==> src/rtl/dir_seq_player.sv <==
// Plays a stored 3-bit direction sequence onto a valid/ready bus, once per start pulse.
// Sequence lives in a reloadable 8x3 register file; optional idle gap after each symbol.
module dir_seq_player #(
  parameter int SEQ_LEN = 5,
  parameter int GAP     = 0
) (
  input  logic       clk,
  input  logic       reset,
  input  logic       load_en,
  input  logic [2:0] load_addr,
  input  logic [2:0] load_data,
  input  logic       start,
  input  logic       abort,
  output logic [2:0] dir_out,
  output logic       dir_valid,
  input  logic       dir_ready,
  output logic [2:0] idx_out,
  output logic       busy,
  output logic       play_done
);

  typedef enum logic [1:0] {IDLE, EMIT, GAPW, DONE} state_t;

  localparam logic [2:0] LAST     = 3'(SEQ_LEN - 1);
  localparam logic [3:0] LEN      = 4'(SEQ_LEN);
  localparam logic [3:0] GAP_LOAD = (GAP > 0) ? 4'(GAP - 1) : '0;

  state_t     r_state;
  logic [2:0] r_idx;
  logic [3:0] r_gap_cnt;
  logic [2:0] r_mem [8];

  logic w_wr;

  assign w_wr = load_en && (r_state == IDLE) && ({1'b0, load_addr} < LEN);

  always_ff @(posedge clk or posedge reset) begin
    if (reset) begin
      for (int unsigned i = 0; i < 8; i++) r_mem[i] <= '0;
      r_mem[1] <= 3'b011;
      r_mem[2] <= 3'b001;
      r_mem[3] <= 3'b010;
    end else if (w_wr) begin
      r_mem[load_addr] <= load_data;
    end
  end

  // abort outranks everything, including a transfer on the same edge
  always_ff @(posedge clk or posedge reset) begin
    if (reset) begin
      r_state   <= IDLE;
      r_idx     <= '0;
      r_gap_cnt <= '0;
    end else if (abort) begin
      r_state   <= IDLE;
      r_idx     <= '0;
      r_gap_cnt <= '0;
    end else begin
      case (r_state)
        IDLE: begin
          if (start) begin
            r_state <= EMIT;
            r_idx   <= '0;
          end
        end
        EMIT: begin
          if (dir_ready) begin
            if (r_idx == LAST) begin
              r_state <= DONE;
              r_idx   <= '0;
            end else if (GAP == 0) begin
              r_idx <= r_idx + 3'd1;
            end else begin
              r_state   <= GAPW;
              r_idx     <= r_idx + 3'd1;
              r_gap_cnt <= GAP_LOAD;
            end
          end
        end
        GAPW: begin
          if (r_gap_cnt == '0) r_state <= EMIT;
          else                 r_gap_cnt <= r_gap_cnt - 4'd1;
        end
        DONE:    r_state <= IDLE;
        default: r_state <= IDLE;
      endcase
    end
  end

  assign dir_valid = (r_state == EMIT);
  assign busy      = (r_state != IDLE);
  assign play_done = (r_state == DONE);
  assign idx_out   = r_idx;
  assign dir_out   = dir_valid ? r_mem[r_idx] : '0;

endmodule

==> config.mk <==
export PLATFORM = sky130hd
export DESIGN_NAME = dir_seq_player
export DESIGN_NICKNAME = d
export VERILOG_FILES = /design/src/rtl/dir_seq_player.sv
export SDC_FILE = /design/constraint.sdc
export NUM_CORES = 1
export LEC_CHECK = 0
export BUFFER_PORTS_ARGS = -buffer_cell sky130_fd_sc_hd__buf_2
export CAP_MARGIN = 5
export CORE_ASPECT_RATIO = 2
export CORE_MARGIN = 2
export CORE_UTILIZATION = 55
export CTS_BUF_LIST = sky130_fd_sc_hd__clkbuf_16
export DETAILED_ROUTE_END_ITERATION = 16
export PLACE_DENSITY = 0.77
export SYNTH_ARGS = -nofsm -noshare
export SYNTH_HDL_FRONTEND = slang
export SYNTH_SLANG_ARGS = --single-unit
==> constraint.sdc <==
create_clock -name clk -period 2.2 [get_ports clk]
set_clock_uncertainty 0.1 [all_clocks]
set_input_delay 0.44 -clock clk [delete_from_list [all_inputs] [get_ports clk]]
set_output_delay 0.44 -clock clk [all_outputs]
set_load 0.01 [all_outputs]
==> results of run 1 <==
[registers in the layout (all words and copies together) (netlist names)]
signal,count
r_mem,24
r_state,2
idx_out,3
r_gap_cnt,4
[worst max-delay path, stage by stage, from the launching register on]
cell                      delay, ps
sky130_fd_sc_hd__dfrtp_1        400
sky130_fd_sc_hd__buf_6          170
sky130_fd_sc_hd__mux2i_1        130
sky130_fd_sc_hd__a22oi_1        210
sky130_fd_sc_hd__and4_1         220
sky130_fd_sc_hd__buf_2          130
[metal layers]
layer	track usage, %	up-vias	part of all wire (%)
li1	-	541	-
met1	22.6	543	36
met2	39.5	19	57
met3	4.62	8	3.0
met4	13.1	0	3.0
met5	0	-	0
[metrics by stage]
| stage | hold WS, ps | instance area [µm²] | power (mW) | util, % |
|---|---|---|---|---|
| finish | 136 | 1910 | 1.60 | 65.5 |
| global route | 215 | 1910 | 1.67 | 65.5 |
| CTS | 144 | 1900 | 1.62 | 65.4 |
| detailed placement | 269 | 1760 | 0.976 | 60.7 |
| global placement | 273 | 1760 | 0.964 | 60.7 |
| floorplan | 328 | 1660 | 0.898 | - |
[layout make-up]
| cell class | instances | area [µm²] | area share [%] |
|---|---|---|---|
| well taps | 30 | 37.5 | 1.97 |
| inverters | 10 | 37.5 | 1.97 |
| repair buffers | 23 | 126 | 6.63 |
| multi-input cells | 88 | 736 | 38.6 |
| flip-flops and latches | 33 | 832 | 43.7 |
| clock buffers | 5 | 125 | 6.57 |
| clock inverters | 3 | 11.3 | 0.591 |
[placed cells by master (no fill, tap or decap), drive strengths merged, types with 4 or more instances in the layout]
cell / netlist / final
dfrtp: 29 / 29
ha: 4 / 4
clkbuf: 10 / 5
buf: 3 / 23
nand3: 4 / 4
inv: 10 / 12
mux2i: 15 / 15
nand2: 5 / 5
and4: 4 / 4
mux2: 16 / 16
dfstp: 4 / 4
[path summary, 6_finish.rpt]
check	to	slack, ps	depth (start not counted)
max	dir_out[1]	120	5
min in group clk	r_mem[6]	280	0
max in group asynchronous	r_mem[13]	1530	3
min	r_mem[6]	140	3
max reg2reg	idx_out[0]	400	5
min reg2reg	r_mem[6]	280	0
[power breakdown]
group	internal, mW	switching (mW)
combinational	0.119	0.0964
clock	0.405	0.230
sequential	0.699	0.0516
total	1.22	0.378
[kinds of logic after synthesis]
family          after synthesis  synth area share [%]
buf+inv                      23                  5.72
flops                        33                  50.0
mux                          31                  19.9
compound gates               14                  5.50
simple gates                 39                  15.9
fa+ha+maj                     4                  3.01
==> report_table.html, run 1 <==
<table>
<tr><th>Metric</th><th>Value</th></tr>
<tr><th colspan="2">Logic synthesis</th></tr>
<tr><td>Yosys top cell area share</td><td>between 40% and 50%</td></tr>
<tr><td>Synthesized cell area</td><td>roughly 0.0017 mm²</td></tr>
<tr><td>Gate Count Post-Synth</td><td>between 100 and 150</td></tr>
<tr><td>Share of async-settable or async-resettable flops after synthesis</td><td>100%</td></tr>
<tr><td>Top cell types by occurrence after synthesis</td><td>29 x sky130_fd_sc_hd__dfrtp_1, 16 x sky130_fd_sc_hd__mux2_2, 15 x sky130_fd_sc_hd__mux2i_1</td></tr>
<tr><td>Yosys synthesis warning count</td><td>0</td></tr>
<tr><td>Average cell area after synthesis</td><td>between 10 and 15 µm²</td></tr>
<tr><td>Number of flops mapped to enable cells by yosys</td><td>0</td></tr>
<tr><td>Post-synthesis sequential area ratio</td><td>50.0%</td></tr>
<tr><td>Number of distinct library cells after synthesis</td><td>37</td></tr>
<tr><td>Most instantiated flip-flop cell in the synthesis netlist</td><td>sky130_fd_sc_hd__dfrtp_1</td></tr>
<tr><td>Register bit count reported by yosys</td><td>33</td></tr>
<tr><td>Main area contributors after synthesis</td><td>sky130_fd_sc_hd__dfrtp_1 44%, sky130_fd_sc_hd__mux2_2 11%, sky130_fd_sc_hd__mux2i_1 9.0%</td></tr>
<tr><td>Synth area leader</td><td>sky130_fd_sc_hd__dfrtp_1</td></tr>
<tr><td>Cell with the most instances after synthesis</td><td>sky130_fd_sc_hd__dfrtp_1</td></tr>
<tr><td>Net count after synthesis</td><td>160</td></tr>
<tr><th colspan="2">Critical path</th></tr>
<tr><td>Critical Path Source</td><td>idx_out[0]</td></tr>
<tr><td>Launch instance of the worst register-to-register path</td><td>idx_out[1]</td></tr>
<tr><td>Startpoint type of the worst setup path</td><td>flop</td></tr>
<tr><td>Top fanout value on the critical path</td><td>13</td></tr>
<tr><td>Data required time of the worst path</td><td>approximately 1700 ps</td></tr>
<tr><td>Critical path data arrival time</td><td>1540 ps</td></tr>
<tr><td>Critical Setup Path Class</td><td>flop to output pin</td></tr>
<tr><td>Critical path endpoint category</td><td>output pin</td></tr>
<tr><th colspan="2">Timing</th></tr>
<tr><td>Time the worst path needs with I/O delays and setup</td><td>between 2000 and 2500 ps</td></tr>
<tr><td>Max Transition Viols Final</td><td>0</td></tr>
<tr><td>Final period util</td><td>a little over nine tenths</td></tr>
<tr><td>Unrepaired setup endpoints after global routing</td><td>false</td></tr>
<tr><td>Final setup vio count</td><td>0</td></tr>
<tr><td>Setup tns final</td><td>0 ps</td></tr>
<tr><td>Measured slew at the worst slew-check pin</td><td>405 ps</td></tr>
<tr><td>Hold Fails Final Rpt</td><td>0</td></tr>
<tr><td>Worst max-slew margin expressed relative to the limit</td><td>73.0%</td></tr>
<tr><td>Final critical-path setup slack</td><td>118 ps</td></tr>
<tr><td>Highest attainable clock frequency</td><td>between 0.4 and 0.5 GHz</td></tr>
<tr><th colspan="2">Route</th></tr>
<tr><td>Number of DRC markers after the initial detailed-route iteration</td><td>18</td></tr>
<tr><td>Number of detailed-routing iterations run before antenna repair</td><td>4</td></tr>
<tr><td>Detailed-route via count</td><td>~1100</td></tr>
<tr><td>Final routed wirelength across all metal layers</td><td>3230 µm</td></tr>
<tr><td>DRT antenna net count</td><td>0</td></tr>
<tr><td>Number of vias per cell</td><td>between 5 and 6</td></tr>
<tr><td>Number of remaining DRC errors</td><td>0</td></tr>
<tr><td>Wire length per cell after detailed routing</td><td>about 17 µm</td></tr>
<tr><th colspan="2">Place</th></tr>
<tr><td>Number of placed cells counting well taps</td><td>roughly 180</td></tr>
<tr><td>Buffers on Ports</td><td>20</td></tr>
<tr><td>Routability congestion estimate from global placement</td><td>0.845</td></tr>
<tr><td>Worst slack at placement</td><td>between 300 and 400 ps</td></tr>
<tr><td>Total half-perimeter wirelength after legalization and detailed placement</td><td>about 2500 µm</td></tr>
<tr><th colspan="2">Floorplan</th></tr>
<tr><td>Die X</td><td>approximately 43 µm</td></tr>
<tr><td>Vertical die dimension</td><td>approximately 82 µm</td></tr>
<tr><td>Initial cell density of the core</td><td>a little under three fifths</td></tr>
<tr><td>Count of standard-cell rows</td><td>28</td></tr>
<tr><td>Die Outline Area</td><td>between 0.003 and 0.004 mm²</td></tr>
<tr><td>Floorplan core area</td><td>~0.0029 mm²</td></tr>
<tr><td>Number of top-level design ports</td><td>21</td></tr>
<tr><th colspan="2">Layout</th></tr>
<tr><td>Layout cell share with drive strength beyond 1</td><td>around 34%</td></tr>
<tr><td>Number of non-filler instances in the completed layout</td><td>192</td></tr>
<tr><td>Final-stage net count</td><td>177</td></tr>
<tr><td># fillers</td><td>~220</td></tr>
<tr><td>Count of inserted antenna diode cells</td><td>0</td></tr>
<tr><td>Layout Area Growth over Synthesis</td><td>14.7%</td></tr>
<tr><th colspan="2">Worst hold path</th></tr>
<tr><td>Path category of the worst min-delay check</td><td>primary input to asynchronous set/reset pin</td></tr>
<tr><th colspan="2">Clock tree</th></tr>
<tr><td>Clock H-tree levels</td><td>2</td></tr>
<tr><td># hold bufs at CTS</td><td>0</td></tr>
<tr><td>Master cell of the clock root buffer</td><td>sky130_fd_sc_hd__clkbuf_16</td></tr>
<tr><td>Number of gates resized after cts</td><td>0</td></tr>
<tr><td>CTS Sinks</td><td>33</td></tr>
<tr><td>Longest Clk Path Bufs</td><td>2</td></tr>
<tr><td>Worst skew pair latency</td><td>280 ps</td></tr>
<tr><td>Number of setup buffers added after CTS</td><td>0</td></tr>
<tr><td>CTS tree</td><td>yes</td></tr>
<tr><td>TritonCTS buffer count</td><td>5</td></tr>
<tr><td>Clock-pin slew of the registers on the worst-case setup and hold paths</td><td>roughly 50 ps</td></tr>
<tr><th colspan="2">Pwr</th></tr>
<tr><td>Power per Cell Area</td><td>841 mW/mm²</td></tr>
<tr><td>IR drop worst, VDD</td><td>between 0.8 and 0.9 mV</td></tr>
<tr><td>Static Leakage</td><td>approximately 0.9 nW</td></tr>
<tr><th colspan="2">Global routing</th></tr>
<tr><td>Vias in the first global route</td><td>~1200</td></tr>
<tr><td>Maximum number of pins on one net before global-route repair</td><td>34</td></tr>
<tr><td>Initial antenna violation count</td><td>0</td></tr>
<tr><td>Gr ovfl total</td><td>0</td></tr>
<tr><td>Wire length of the first global-routing pass</td><td>5460 µm</td></tr>
<tr><td>GRT Total Usage</td><td>~22%</td></tr>
<tr><th colspan="2">Job</th></tr>
<tr><td>Count of max-cap constraint violations</td><td>0</td></tr>
<tr><th colspan="2">Run status</th></tr>
<tr><td>Result of the run</td><td>complete, no violations</td></tr>
</table>
No activity file was read; power rests on OpenSTA's default activity.
==> inputs of run 2 (changes only) <==
CORE_UTILIZATION = 50   (was 55)
PLACE_DENSITY = 0.71   (was 0.77)
==> run 2 against run 1 <==
Compared with the run above:
- total power grew 2.4%
- critical path depth is the same
- clock power grew 4.4%
- design area grew 1.2%
- non-clock buffer count grew 2
- first-iteration DRC count shrank 17%
- final cell count grew 1.6%
- die area grew 9.3%
- sequential share of layout area shrank 0.51 points
- hold slack lost 4.0 ps
- register-to-register slack lost 20 ps
- combinational power is essentially flat
- critical endpoint is now dir_out[0]
- largest power group unchanged
- highest routed layer unchanged
==> report_table.html, run 2 (same netlist as run 1, synthesis figures left out) <==
<table>
<tr><th>Metric</th><th>Value</th></tr>
<tr><th colspan="2">Run status</th></tr>
<tr><td>Result of the run</td><td>complete, no violations</td></tr>
<tr><th colspan="2">Timing</th></tr>
<tr><td>Final critical-path setup slack</td><td>154 ps (+35.8 ps)</td></tr>
<tr><td>Setup tns final</td><td>0 ps (unchanged)</td></tr>
<tr><td>Measured slew at the worst slew-check pin</td><td>403 ps (-2.37 ps)</td></tr>
<tr><td>Worst max-slew margin expressed relative to the limit</td><td>73.1% (+0.16 points)</td></tr>
<tr><td>Time the worst path needs with I/O delays and setup</td><td>2050 ps (-35.8 ps)</td></tr>
<tr><td>Hold Fails Final Rpt</td><td>0 (unchanged)</td></tr>
<tr><td>Highest attainable clock frequency</td><td>0.489 GHz (+1.7%)</td></tr>
<tr><td>Final period util</td><td>93.0% (-1.6 points)</td></tr>
<tr><td>Final setup vio count</td><td>0 (unchanged)</td></tr>
<tr><td>Max Transition Viols Final</td><td>0 (unchanged)</td></tr>
<tr><td>Unrepaired setup endpoints after global routing</td><td>false</td></tr>
<tr><th colspan="2">Layout</th></tr>
<tr><td>Count of inserted antenna diode cells</td><td>0 (unchanged)</td></tr>
<tr><td>Final std cell area, no fill</td><td>0.00193 mm² (+1.2%)</td></tr>
<tr><td>Number of non-filler instances in the completed layout</td><td>195 (+1.6%)</td></tr>
<tr><td>Layout Area Growth over Synthesis</td><td>16.0%</td></tr>
<tr><td>Register ranked first by flip-flop count</td><td>r_mem</td></tr>
<tr><td>Max reg flops</td><td>24 (unchanged)</td></tr>
<tr><td>Most common cell after layout, fill and taps aside</td><td>sky130_fd_sc_hd__dfrtp_1</td></tr>
<tr><td>Final-stage net count</td><td>179 (+1.1%)</td></tr>
<tr><td>Layout cell share with drive strength beyond 1</td><td>36.6% (+2.6 points)</td></tr>
<tr><td>Top library cells by usage in the layout, fill and taps aside</td><td>28 x sky130_fd_sc_hd__dfrtp_1, 20 x sky130_fd_sc_hd__buf_2, 16 x sky130_fd_sc_hd__mux2_2</td></tr>
<tr><th colspan="2">Place</th></tr>
<tr><td>Total half-perimeter wirelength after legalization and detailed placement</td><td>2570 µm (+3.4%)</td></tr>
<tr><td>Buffers on Ports</td><td>20 (unchanged)</td></tr>
<tr><td>Routability congestion estimate from global placement</td><td>0.884 (+4.5%)</td></tr>
<tr><td>Worst slack at placement</td><td>290 ps (-81.3 ps)</td></tr>
<tr><td>Standard cell area after detailed placement</td><td>0.00177 mm² (about the same)</td></tr>
<tr><td>Number of placed cells counting well taps</td><td>185 (+0.54%)</td></tr>
<tr><th colspan="2">Route</th></tr>
<tr><td>DRT antenna net count</td><td>0 (unchanged)</td></tr>
<tr><td>Wire length per cell after detailed routing</td><td>17.3 µm (+2.7%)</td></tr>
<tr><td>Number of DRC markers after the initial detailed-route iteration</td><td>15 (-3)</td></tr>
<tr><td>Number of detailed-routing iterations run before antenna repair</td><td>2 (-2)</td></tr>
<tr><td>Final routed wirelength across all metal layers</td><td>3370 µm (+4.3%)</td></tr>
<tr><td>Number of vias per cell</td><td>5.71 (-1.3%)</td></tr>
<tr><td>Number of remaining DRC errors</td><td>0 (unchanged)</td></tr>
<tr><td>Detailed-route via count</td><td>1114 (+0.27%)</td></tr>
<tr><th colspan="2">Global routing</th></tr>
<tr><td>Initial antenna violation count</td><td>0 (unchanged)</td></tr>
<tr><td>Wire length of the first global-routing pass</td><td>5780 µm (+5.8%)</td></tr>
<tr><td>Gr ovfl total</td><td>0 (unchanged)</td></tr>
<tr><td>GRT Total Usage</td><td>21.0% (-0.92 points)</td></tr>
<tr><td>Maximum number of pins on one net before global-route repair</td><td>34 (unchanged)</td></tr>
<tr><td>Vias in the first global route</td><td>1221 (+1.2%)</td></tr>
<tr><th colspan="2">Clock tree</th></tr>
<tr><td>TritonCTS buffer count</td><td>5 (unchanged)</td></tr>
<tr><td>CTS Sinks</td><td>33 (unchanged)</td></tr>
<tr><td>CTS tree</td><td>yes</td></tr>
<tr><td>Worst skew pair latency</td><td>280 ps (about the same)</td></tr>
<tr><td>Master cell of the clock root buffer</td><td>sky130_fd_sc_hd__clkbuf_16</td></tr>
<tr><td>Clock H-tree levels</td><td>2 (unchanged)</td></tr>
<tr><td># hold bufs at CTS</td><td>0 (unchanged)</td></tr>
<tr><td>Clock-pin slew of the registers on the worst-case setup and hold paths</td><td>50 ps (about the same)</td></tr>
<tr><td>Longest Clk Path Bufs</td><td>2 (unchanged)</td></tr>
<tr><th colspan="2">Pwr</th></tr>
<tr><td>IR drop worst, VDD</td><td>0.792 mV (-12%)</td></tr>
<tr><td>Power, Total</td><td>1.64 mW (+2.4%)</td></tr>
<tr><td>Power per Cell Area</td><td>851 mW/mm² (+1.2%)</td></tr>
<tr><td>Static Leakage</td><td>0.892 nW (+0.74%)</td></tr>
<tr><th colspan="2">Floorplan</th></tr>
<tr><td>Die X</td><td>44.8 µm (+4.4%)</td></tr>
<tr><td>Initial cell density of the core</td><td>52.6% (-4.5 points)</td></tr>
<tr><td>Die Outline Area</td><td>0.00383 mm² (+9.3%)</td></tr>
<tr><td>Count of standard-cell rows</td><td>29 (+3.6%)</td></tr>
<tr><td>Number of top-level design ports</td><td>21 (unchanged)</td></tr>
<tr><td>Vertical die dimension</td><td>85.5 µm (+4.6%)</td></tr>
<tr><td>Floorplan core area</td><td>0.00316 mm² (+8.6%)</td></tr>
<tr><th colspan="2">Worst hold path</th></tr>
<tr><td>Path category of the worst min-delay check</td><td>primary input to asynchronous set/reset pin</td></tr>
<tr><th colspan="2">Critical path</th></tr>
<tr><td>Critical path endpoint category</td><td>output pin</td></tr>
<tr><td>Critical path data arrival time</td><td>1510 ps (-30 ps)</td></tr>
<tr><td>Top fanout value on the critical path</td><td>10 (-3)</td></tr>
<tr><td>Startpoint type of the worst setup path</td><td>flop</td></tr>
<tr><td>Data required time of the worst path</td><td>1660 ps (about the same)</td></tr>
<tr><td>Critical Setup Path Class</td><td>flop to output pin</td></tr>
<tr><th colspan="2">Job</th></tr>
<tr><td>Count of max-cap constraint violations</td><td>0 (unchanged)</td></tr>
</table>
-- run 2: layout make-up --
class                           instances  area [µm²]
Clock buffer                            5         125
Clock inverter                          3        17.5
Fill cell                             273        1230
Inverter                               10        37.5
Multi-Input combinational cell         88         736
Sequential cell                        33         832
Tap cell                               31        38.8
Timing Repair Buffer                   25         141
-- run 2: per-stage QoR --
step / utilization (%) / hold slack (ps)
4_1_cts: 60.5 / 154
6_report: 61.1 / 132
2_1_floorplan: - / 328
5_1_grt: 61.1 / 185
3_3_place_gp: 55.9 / 269
3_5_place_dp: 55.9 / 265
-- run 2: metal layers --
metal / routed length, µm / global-route usage, % / vias up
met5: 0 / 0 / -
met4: 70 / 9.09 / 0
met3: 111 / 5.05 / 5
met2: 1860 / 35.0 / 20
met1: 1330 / 24.8 / 549
li1: - / - / 540
-- run 2: worst max-delay path, cell delays in order, from the launching register on --
cell and delay, ps:
sky130_fd_sc_hd__dfrtp_2 420, sky130_fd_sc_hd__buf_6 160, sky130_fd_sc_hd__mux2i_1 120, sky130_fd_sc_hd__a22oi_1 190
sky130_fd_sc_hd__and4_1 210, sky130_fd_sc_hd__buf_2 130
-- run 2: power by group --
| part | internal [mW] | switching (mW) |
|---|---|---|
| registers | 0.699 | 0.0594 |
| clock network | 0.414 | 0.250 |
| logic | 0.121 | 0.0968 |
| total | 1.23 | 0.406 |
-- run 2: repair_timing --
item,CTS,global route
gates resized for setup,1,1
setup endpoints to repair,2,3
pin swaps,0,0
buffers inserted,0,2
-- run 2: path summary, 6_finish.rpt --
| kind | slack (ps) | from | cells past startpoint | to |
|---|---|---|---|---|
| max | 150 | idx_out[0] | 5 | dir_out[0] |
| min | 130 | reset | 3 | r_mem[7] |
| max reg2reg | 380 | idx_out[1] | 5 | idx_out[0] |
| min reg2reg | 270 | r_mem[1] | 0 | r_mem[1] |
| max in group asynchronous | 1540 | reset | 3 | r_mem[15] |
| min in group clk | 270 | r_mem[1] | 0 | r_mem[1] |
